**src/rtl/issue_decode_pkg.sv**
```systemverilog
// issue_decode_pkg: opcodes, control-word layout and decode rows for issue_decode_stage
package issue_decode_pkg;
  localparam int CTRL_W = 14;
  localparam logic [6:0] OP_BUBBLE = 7'b0000000;
  localparam logic [6:0] OP_LW     = 7'b0000011;
  localparam logic [6:0] OP_SW     = 7'b0100011;
  localparam logic [6:0] OP_R      = 7'b0110011;
  localparam logic [6:0] OP_B      = 7'b1100011;
  localparam logic [6:0] OP_I      = 7'b0010011;
  localparam logic [6:0] OP_AUIPC  = 7'b0010111;
  localparam logic [6:0] OP_LUI    = 7'b0110111;
  localparam logic [6:0] OP_JAL    = 7'b1101111;
  localparam logic [6:0] OP_JALR   = 7'b1100111;
  typedef struct packed {
    logic       reg_write;
    logic [2:0] imm_src;
    logic       alu_src;
    logic       mem_write;
    logic [1:0] result_src;
    logic       branch;
    logic [1:0] alu_op;
    logic       jump;
    logic [1:0] target_src;
  } ctrl_t;
  localparam ctrl_t CTRL_LW    = 14'b1_000_1_0_01_0_00_0_01;
  localparam ctrl_t CTRL_SW    = 14'b0_001_1_1_00_0_00_0_01;
  localparam ctrl_t CTRL_R     = 14'b1_000_0_0_00_0_10_0_01;
  localparam ctrl_t CTRL_B     = 14'b0_010_0_0_00_1_01_0_01;
  localparam ctrl_t CTRL_I     = 14'b1_000_1_0_00_0_10_0_01;
  localparam ctrl_t CTRL_AUIPC = 14'b1_100_0_0_11_0_00_0_01;
  localparam ctrl_t CTRL_LUI   = 14'b1_100_0_0_11_0_00_0_00;
  localparam ctrl_t CTRL_JAL   = 14'b1_011_0_0_10_0_00_1_01;
  localparam ctrl_t CTRL_JALR  = 14'b1_000_1_0_10_0_00_1_10;
  typedef enum logic {EMPTY, FULL} state_t;
endpackage

```
**src/rtl/issue_decode_stage_lane_decoder.sv**
```systemverilog
// lane_decoder: combinational opcode to control-word decode with illegal-opcode flag
module lane_decoder
  import issue_decode_pkg::*;
(
  input  logic [6:0] op_i,
  output ctrl_t      ctrl_o,
  output logic       illegal_o
);
  always_comb begin
    ctrl_o = '0;
    illegal_o = 1'b0;
    case (op_i)
      OP_BUBBLE: ctrl_o = '0;
      OP_LW:     ctrl_o = CTRL_LW;
      OP_SW:     ctrl_o = CTRL_SW;
      OP_R:      ctrl_o = CTRL_R;
      OP_B:      ctrl_o = CTRL_B;
      OP_I:      ctrl_o = CTRL_I;
      OP_AUIPC:  ctrl_o = CTRL_AUIPC;
      OP_LUI:    ctrl_o = CTRL_LUI;
      OP_JAL:    ctrl_o = CTRL_JAL;
      OP_JALR:   ctrl_o = CTRL_JALR;
      default:   illegal_o = 1'b1;
    endcase
  end
endmodule

```
**src/rtl/issue_decode_stage.sv**
```systemverilog
// issue_decode_stage: registered multi-lane decode with valid/ready, flush and illegal handling.
// Define ISSUE_DECODE_ILLEGAL_TRAP_EN to make illegal opcodes trap instead of decoding as bubbles.
module issue_decode_stage
  import issue_decode_pkg::*;
#(
  parameter int LANES = 2
) (
  input  logic                    clk,
  input  logic                    reset,
  input  logic                    flush_i,
  input  logic                    in_valid_i,
  output logic                    in_ready_o,
  input  logic [LANES-1:0]        in_lane_valid_i,
  input  logic [7*LANES-1:0]      in_op_i,
  output logic                    out_valid_o,
  input  logic                    out_ready_i,
  output logic [LANES-1:0]        out_lane_valid_o,
  output logic [CTRL_W*LANES-1:0] out_ctrl_o,
  output logic                    illegal_o
);
  ctrl_t                    dec_ctrl [LANES];
  logic [LANES-1:0]         dec_ill, lane_v, lane_q, lane_d;
  logic [CTRL_W*LANES-1:0]  ctrl_w, ctrl_q, ctrl_d;
  state_t                   state_q, state_d;
  logic                     accept;
  for (genvar i = 0; i < LANES; i++) begin : g_lane
    lane_decoder u_dec (.op_i(in_op_i[7*i+:7]), .ctrl_o(dec_ctrl[i]), .illegal_o(dec_ill[i]));
  end
`ifdef ISSUE_DECODE_ILLEGAL_TRAP_EN
  logic hit, illegal_q, illegal_d;
`endif
  // An illegal lane (trap build) kills itself and every younger lane above it
  always_comb begin
    lane_v = '0;
    ctrl_w = '0;
`ifdef ISSUE_DECODE_ILLEGAL_TRAP_EN
    hit = 1'b0;
`endif
    for (int k = 0; k < LANES; k++) begin
      lane_v[k] = in_lane_valid_i[k] && !dec_ill[k] && in_op_i[7*k+:7] != OP_BUBBLE;
`ifdef ISSUE_DECODE_ILLEGAL_TRAP_EN
      hit = hit || (in_lane_valid_i[k] && dec_ill[k]);
      lane_v[k] = lane_v[k] && !hit;
`endif
      ctrl_w[CTRL_W*k+:CTRL_W] = lane_v[k] ? dec_ctrl[k] : '0;
    end
  end
  assign out_valid_o = state_q == FULL;
  assign in_ready_o = !illegal_o && (!out_valid_o || out_ready_i);
  assign accept = in_valid_i && in_ready_o && !flush_i;
  always_comb begin
    state_d = flush_i ? EMPTY : accept ? (|lane_v ? FULL : EMPTY) : out_ready_i ? EMPTY : state_q;
    lane_d = flush_i ? '0 : accept ? lane_v : out_ready_i ? '0 : lane_q;
    ctrl_d = flush_i ? '0 : accept ? ctrl_w : out_ready_i ? '0 : ctrl_q;
  end
  always_ff @(posedge clk) begin
    if (reset) begin
      state_q <= EMPTY;
      lane_q <= '0;
      ctrl_q <= '0;
    end else begin
      state_q <= state_d;
      lane_q <= lane_d;
      ctrl_q <= ctrl_d;
    end
  end
  assign out_lane_valid_o = lane_q;
  assign out_ctrl_o = ctrl_q;
`ifdef ISSUE_DECODE_ILLEGAL_TRAP_EN
  always_comb illegal_d = flush_i ? 1'b0 : illegal_q || (accept && hit);
  always_ff @(posedge clk) illegal_q <= reset ? 1'b0 : illegal_d;
  assign illegal_o = illegal_q;
`else
  assign illegal_o = 1'b0;
`endif
endmodule

```
**config.mk**
```make
export PLATFORM = sky130hd
export DESIGN_NAME = issue_decode_stage
export DESIGN_NICKNAME = d
export VERILOG_FILES = /design/src/rtl/issue_decode_pkg.sv /design/src/rtl/issue_decode_stage_lane_decoder.sv /design/src/rtl/issue_decode_stage.sv
export SDC_FILE = /design/constraint.sdc
export NUM_CORES = 1
export LEC_CHECK = 0
export ABC_AREA = 1
export CORE_MARGIN = 1
export CORE_UTILIZATION = 30
export CTS_CLUSTER_DIAMETER = 40
export DETAILED_ROUTE_END_ITERATION = 10
export PLACE_DENSITY = 0.67
export SLEW_MARGIN = 20
export SYNTH_ARGS = -nofsm -noshare
export SYNTH_HDL_FRONTEND = slang
export SYNTH_SLANG_ARGS = --single-unit
export TNS_END_PERCENT = 50
```
**constraint.sdc**
```tcl
create_clock -name clk -period 1.1 [get_ports clk]
set_input_delay 0.22 -clock clk [delete_from_list [all_inputs] [get_ports clk]]
set_output_delay 0.22 -clock clk [all_outputs]
set_load 0.1 [all_outputs]
```
==> results.md, run 1 <==
- Hold WC Path Type: in2reg
- Cts bufs inserted: 5
- Worst reg2reg endpoint: out_ctrl_o[0]
- Hold worst-path end: out_ctrl_o[13]
- Chip width: 73.80 microns
- Switching power: around 0.67 mW
- Hold buffer count at cts: 0
- Synth warnings: 0
- Drt drc: 0
- Lkg Pwr: roughly 1.4 nW
- Final critical-path required period: between 1 and 1.5 ns
- TritonCTS clock tree: yes
- Cell family with most CP delay: simple AND/OR/NAND/NOR gates
- Number of H-tree levels: 2
- Comb pwr share: 0.188
- Vias in the first global route: 1781
- Setup tns final: -2.998 ns
- CP Class: reg2reg
- Failing checks: setup timing
- Final Instance Area: 3209 sq um
- Latest clock arrival within the worst-skew pair: about 0.28 ns
- Critical path buffers and inverters: 1
- Register-to-Register Path Depth: 6
- Seq/Total Area, Yosys: 0.3754
- Worst Path Max Fanout: 8
- Final nets: 349
- DP Cell Count: 379
- Met2 GRT Util: 0.3099
- Clock share of power: 0.366
- Fin cells: between 300 and 400
- # rows: 25
- Fmax: 783.9 MHz
- WP depth: 6
- Initial DRC count: 60
- Worst Slack Setup Final: -0.1757 ns
- Sw Share: 0.2859
- Die area: approximately 5400 sq um
- First-pass GRT wire length: between 7000 and 8000 microns
- Syn Inst Count: 229
- Worst path max stage delay: 0.36 ns
- Register share of total power: 0.446
- GR Util All Layers: 0.1915
- TritonCTS sink count: 29
- Final Hold Vio Count: 0
- CP endpoint kind: flop
- Clk pin slew, worst setup/hold paths: 0.06 ns
- Placed inst area: between 2000 and 3000 sq um
- Busiest metal layer after global routing: met2
- Met3 Use GR: 0.05213
- Most frequent cell after synthesis: nand2_1
- Crit path required time: approximately 1.3 ns
- Initial DRT Pass Iterations: 6
- Crit path DAT: 1.48 ns
- Unrepaired setup endpoints after global routing: true
- Int Power: 1.684 mW
- Inserted Diodes: 0
- Syn Area/Cell: 6.753 sq um
- DRT antenna net count: 0
- Cell taking the most area after synthesis: dfxtp_1
- Max cap viols: 0
- Top FF cell, synth: dfxtp_1
- Via count: ~1900
- Pwr Total: between 2 and 2.5 mW
- Post-DP HPWL: 3460 microns
- Post-Route WL: between 4000 and 5000 microns
- Via density: 4.682
- Initial Util: 0.3190
- Syn nets: 250
- Largest net degree at the start of global routing: 13
- Gr ovfl total: 0
- Worst clock skew: slightly above 0.005 ns
- GPL Wtd Cong: between 0.8 and 0.9
- Synth top area cells: dfxtp_1 38%, nand2_1 14%, nand3_1 7.4%
- IR drop worst, VDD: roughly 510 uV
- Mapped Area: 1546 sq um
- Cell variety after synth: 25
- Initial antenna violation count: 0
- Outcome: finished with violations
- IO Count: 54
- Die Height: 73.80 microns
- Reg2reg setup slack: -0.18 ns
- GR Util met1: 0.2381
- Input/output buffers: 52
- Synthesis-to-layout area growth: 107.5%
- Worst setup SP type: flop
- Top-area cell type share of the netlist area: 0.3754
- R2R Path Start: out_valid_o
- Core area: roughly 4800 sq um
- Share of cells above drive strength 1: 0.5593
- Slowest CP cell: dfxtp_4
- Wire per inst: between 10 and 15 microns
- Power per cell area: 734.7 nW/um^2
- Final-report setup violation count: 31
- Cells on Worst Hold Path: 5
- Bufs on Longest Clock Path: 2
- Async SR Flop Fraction: 0
- Tcrit/Tclk final: 1.160
- Number of flops mapped to enable cells by yosys: 0
- Critical-path cell list: nand2_8, nand4_1, nor2_2, buf_6, nand3_4, a31oi_1
- Worst Hold Launch: flush_i
- Number of synthesized register bits: 29
- Pins Over Slew Limit: 0
- Post-synth top cells: 56 x nand2_1, 29 x dfxtp_1, 23 x inv_1, 23 x nand3_1, 22 x nor2_1
- Root Driver: clkbuf_8
## timing repair
item,4_1_cts,5_1_grt
buffers inserted,8,1
setup endpoints to repair,38,45
gates resized for setup,87,29
pin swaps,25,12
## layer usage
| metal | share of wire | routed length, microns | vias up |
|---|---|---|---|
| li1 | - | - | 931 |
| met1 | 0.44 | 2171 | 844 |
| met2 | 0.48 | 2395 | 65 |
| met3 | 0.055 | 274 | 14 |
| met4 | 0.025 | 122 | 0 |
| met5 | 0 | 0 | - |
## worst max path at each step
| stage | slack [ns] | to | start |
|---|---|---|---|
| floorplan | -0.42 | out_ctrl_o[1] | out_valid_o |
| global placement | -0.68 | out_ctrl_o[9] | in_op_i[0] |
| detailed placement | -0.66 | out_ctrl_o[9] | in_op_i[0] |
| CTS | -0.14 | in_ready_o | out_valid_o |
| global route | -0.24 | out_ctrl_o[27] | out_valid_o |
| finish | -0.18 | out_ctrl_o[0] | out_valid_o |
## kinds of logic after synthesis
family | synth area share
AND/OR/NAND/NOR | 0.4061
other | 0.002425
flip-flops | 0.3754
AO/OA/AOI/OAI | 0.1125
buffers and inverters | 0.1036
## registers in the layout, summed over array words and instances, names as in the netlist
name,cells
out_lane_valid_o,2
out_ctrl_o,26
out_valid_o,1
## stage by stage
stage,utilization,hold slack [ns],worst slack (ns)
4_1_cts,0.6413,0.4731,-0.1370
2_1_floorplan,-,0.4240,-0.4166
3_3_place_gp,0.5688,0.4884,-0.6840
5_1_grt,0.6619,0.5082,-0.2382
6_report,0.6619,0.4742,-0.1757
3_5_place_dp,0.5688,0.4910,-0.6560
## placed cells by master, fill, tap and decap left out, types with 8 or more instances in the layout
master / netlist / final
dfxtp_2: 0 / 14
inv_1: 23 / 18
nand2_2: 6 / 15
buf_4: 4 / 39
dfxtp_1: 29 / 13
nand2_1: 56 / 40
a21oi_2: 1 / 14
inv_2: 7 / 12
nand3_2: 3 / 11
dlygate4sd2_1: 0 / 13
buf_12: 0 / 32
nand3_1: 23 / 10
nand2_4: 2 / 8
nor2_1: 22 / 17
buf_6: 0 / 9
## power groups by stage
stage	registers (mW)	logic, mW	clock network, mW
CTS	1.05	0.420	0.873
floorplan	1.10	0.161	0
finish	1.05	0.444	0.862
global placement	1.08	0.375	0
global route	1.05	0.471	0.909
detailed placement	1.08	0.381	0
## worst register-to-register path, stage by stage, from the launching register on
cell,delay [ns]
dfxtp_4,0.36
nand2_8,0.08
nand4_1,0.10
nor2_2,0.16
buf_6,0.20
nand3_4,0.10
a31oi_1,0.20
## area by class of cell
cell class / instances / area (sq um)
sequential: 29 / 605.6
tap: 67 / 83.83
inverter: 30 / 112.6
multi-input combinational: 162 / 1109
fill: 350 / 1639
timing repair buffer: 100 / 1219
clock buffer: 8 / 80.08
No activity file was read; power rests on OpenSTA's default activity.
==> run 2, diff against run 1 <==
--- a/config.mk
+++ b/config.mk
@@ -6,7 +6,7 @@
 export NUM_CORES = 1
 export LEC_CHECK = 0
 export ABC_AREA = 1
-export CORE_MARGIN = 1
+export CORE_MARGIN = 10
 export CORE_UTILIZATION = 30
 export CTS_CLUSTER_DIAMETER = 40
 export DETAILED_ROUTE_END_ITERATION = 10
==> run 2 against run 1 <==
  * The run still ends with setup timing left
  * Hold slack got worse by 0.041 ns
  * Global-route usage decreased by 7.1 points
  * Wire length increased by 6.5%
  * Flip-flop and latch count unchanged
  * Final area decreased by 2.2%
  * First-iteration DRC count increased by 12%
  * Cell count increased by 0.25%
  * Non-clock buffer count decreased by 2
  * Largest cell class unchanged
  * Highest routed layer unchanged
==> results.md, run 2 (synthesis results as in run 1) <==
- Core area: 5042 sq um (+4.0%)
- Pwr Total: 2.455 mW (+4.1%)
- Die area: 8426 sq um (+55%)
- Worst clock skew: 0.004263 ns (-0.0007878 ns)
- IR drop worst, VDD: 459.1 uV (-10%)
- Pins Over Slew Limit: 0 (unchanged)
- Synthesis-to-layout area growth: 103.0%
- Register-to-Register Path Depth: 7 (+1)
- Cts bufs inserted: 5 (unchanged)
- Latest clock arrival within the worst-skew pair: 0.27 ns (about the same)
- Most frequent cells in the layout: 45 x nand2_1, 42 x buf_4, 32 x buf_12
- GR Util All Layers: 0.1204 (-0.07111)
- Crit path to: out_ctrl_o[1]
- Bufs on Longest Clock Path: 2 (unchanged)
- Max cap viols: 0 (unchanged)
- Crit path DAT: 1.50 ns (+0.02 ns)
- Input/output buffers: 52 (unchanged)
- Post-Route WL: 5287 microns (+6.5%)
- Largest net degree at the start of global routing: 13 (unchanged)
- Initial DRC count: 67 (+12%)
- TritonCTS sink count: 29 (unchanged)
- Crit path required time: 1.32 ns (about the same)
- Vias in the first global route: 1877 (+5.4%)
- Reg2reg setup slack: -0.18 ns (about the same)
- R2R Path Start: out_valid_o
- Lkg Pwr: 1.450 nW (+0.72%)
- Initial Util: 0.3067 (-0.01227)
- Initial DRT Pass Iterations: 4 (-2)
- Via density: 4.612 (-1.5%)
- Hold buffer count at cts: 0 (unchanged)
- IO Count: 54 (unchanged)
- Final nets: 347 (-0.57%)
- First-pass GRT wire length: 8521 microns (+7.2%)
- Final Instance Area: 3139 sq um (-2.2%)
- DP Cell Count: 384 (+1.3%)
- Initial antenna violation count: 0 (unchanged)
- Final core area utilization: 0.6226 (-0.03935)
- Gr ovfl total: 0 (unchanged)
- CP Class: reg2reg
- # rows: 26 (+4.0%)
- Drt drc: 0 (unchanged)
- Tcrit/Tclk final: 1.163 (+0.002824)
- Worst setup SP type: flop
- Leading cell type in the layout, fill and taps excluded: nand2_1
- CP endpoint kind: flop
- TritonCTS clock tree: yes
- GPL Wtd Cong: 0.9006 (+4.8%)
- Inserted Diodes: 0 (unchanged)
- Via count: 1831 (-1.2%)
- Wire per inst: 13.32 microns (+6.2%)
- Final critical-path required period: 1.279 ns (+0.003106 ns)
- Failing checks: setup timing
- Root Driver: clkbuf_8
- Hold WC Path Type: in2reg
- Worst Slack Setup Final: -0.1788 ns (-0.003106 ns)
- Power per cell area: 781.9 nW/um^2 (+6.4%)
- Clk pin slew, worst setup/hold paths: 0.07 ns (about the same)
- Final-report setup violation count: 31 (unchanged)
- DRT antenna net count: 0 (unchanged)
- Outcome: finished with violations
- Worst reg2reg endpoint: out_ctrl_o[1]
- Die Height: 91.80 microns (+24%)
- Fin cells: 397 (+0.25%)
- Unrepaired setup endpoints after global routing: true
- Crit path from: out_valid_o
- Final Hold Vio Count: 0 (unchanged)
- Chip width: 91.80 microns (+24%)
- Post-DP HPWL: 3855 microns (+11%)
- Number of H-tree levels: 2 (unchanged)
- Cells on Worst Hold Path: 5 (unchanged)
- Max reg flops: 26 (unchanged)
- Placed inst area: 2776 sq um (+0.68%)
- Fmax: 782.0 MHz (-0.24%)
- Share of cells above drive strength 1: 0.5107 (-0.04857)
- Worst Path Max Fanout: 7 (-1)
-- run 2: timing repair --
action | 4_1_cts | 5_1_grt
resized for setup | 59 | 29
hold endpoints to repair | 0 | 0
cloned | 0 | 0
pin swaps | 25 | 15
endpoints found under the setup margin | 32 | 41
setup buffers | 4 | 1
-- run 2: power by group --
group | internal [mW] | switching [mW]
clock network | 0.565 | 0.409
logic | 0.179 | 0.250
registers | 1.05 | 0.00362
-- run 2: cell type report --
cell class,instances,area [sq um]
fillers,423,1903
multi-input cells,162,1061
flip-flops and latches,29,595.6
well taps,70,87.58
clock inverters,1,5.005
inverters,30,112.6
clock buffers,7,96.34
repair buffers,98,1181
-- run 2: worst min path at each step --
| stage | from | to | slack (ns) |
|---|---|---|---|
| after floorplan | in_op_i[6] | out_ctrl_o[4] | 0.42 |
| after global placement | out_ctrl_o[1] | out_ctrl_o[1] | 0.49 |
| after detailed placement | out_ctrl_o[14] | out_ctrl_o[14] | 0.49 |
| after CTS | out_ctrl_o[14] | out_ctrl_o[14] | 0.50 |
| after global routing | in_op_i[6] | out_ctrl_o[5] | 0.46 |
| final | in_op_i[6] | out_ctrl_o[5] | 0.43 |
-- run 2: through the flow --
| stage | hold WS [ns] | worst slack (ns) | setup TNS [ns] |
|---|---|---|---|
| floorplan | 0.4240 | -0.4166 | -12.14 |
| global placement | 0.4893 | -0.5881 | -15.26 |
| detailed placement | 0.4919 | -0.6896 | -17.30 |
| CTS | 0.5023 | -0.1620 | -3.307 |
| global route | 0.4637 | -0.2856 | -5.972 |
| finish | 0.4336 | -0.1788 | -3.471 |
-- run 2: worst max-delay path, cell delays in order (launching register included) --
cell	delay, ns
dfxtp_4	0.36
nand2_8	0.08
nand4_1	0.11
nor2_2	0.19
buf_6	0.20
buf_6	0.13
nand2_4	0.04
a21oi_2	0.11
-- run 2: routing by layer --
layer / vias to the layer above / wire (microns) / global-route usage
met3: 13 / 358 / 0.04808
met1: 828 / 2231 / 0.1354
li1: 933 / - / -
met5: - / 0 / 0
met2: 57 / 2586 / 0.2020
met4: 0 / 110 / 0.04242
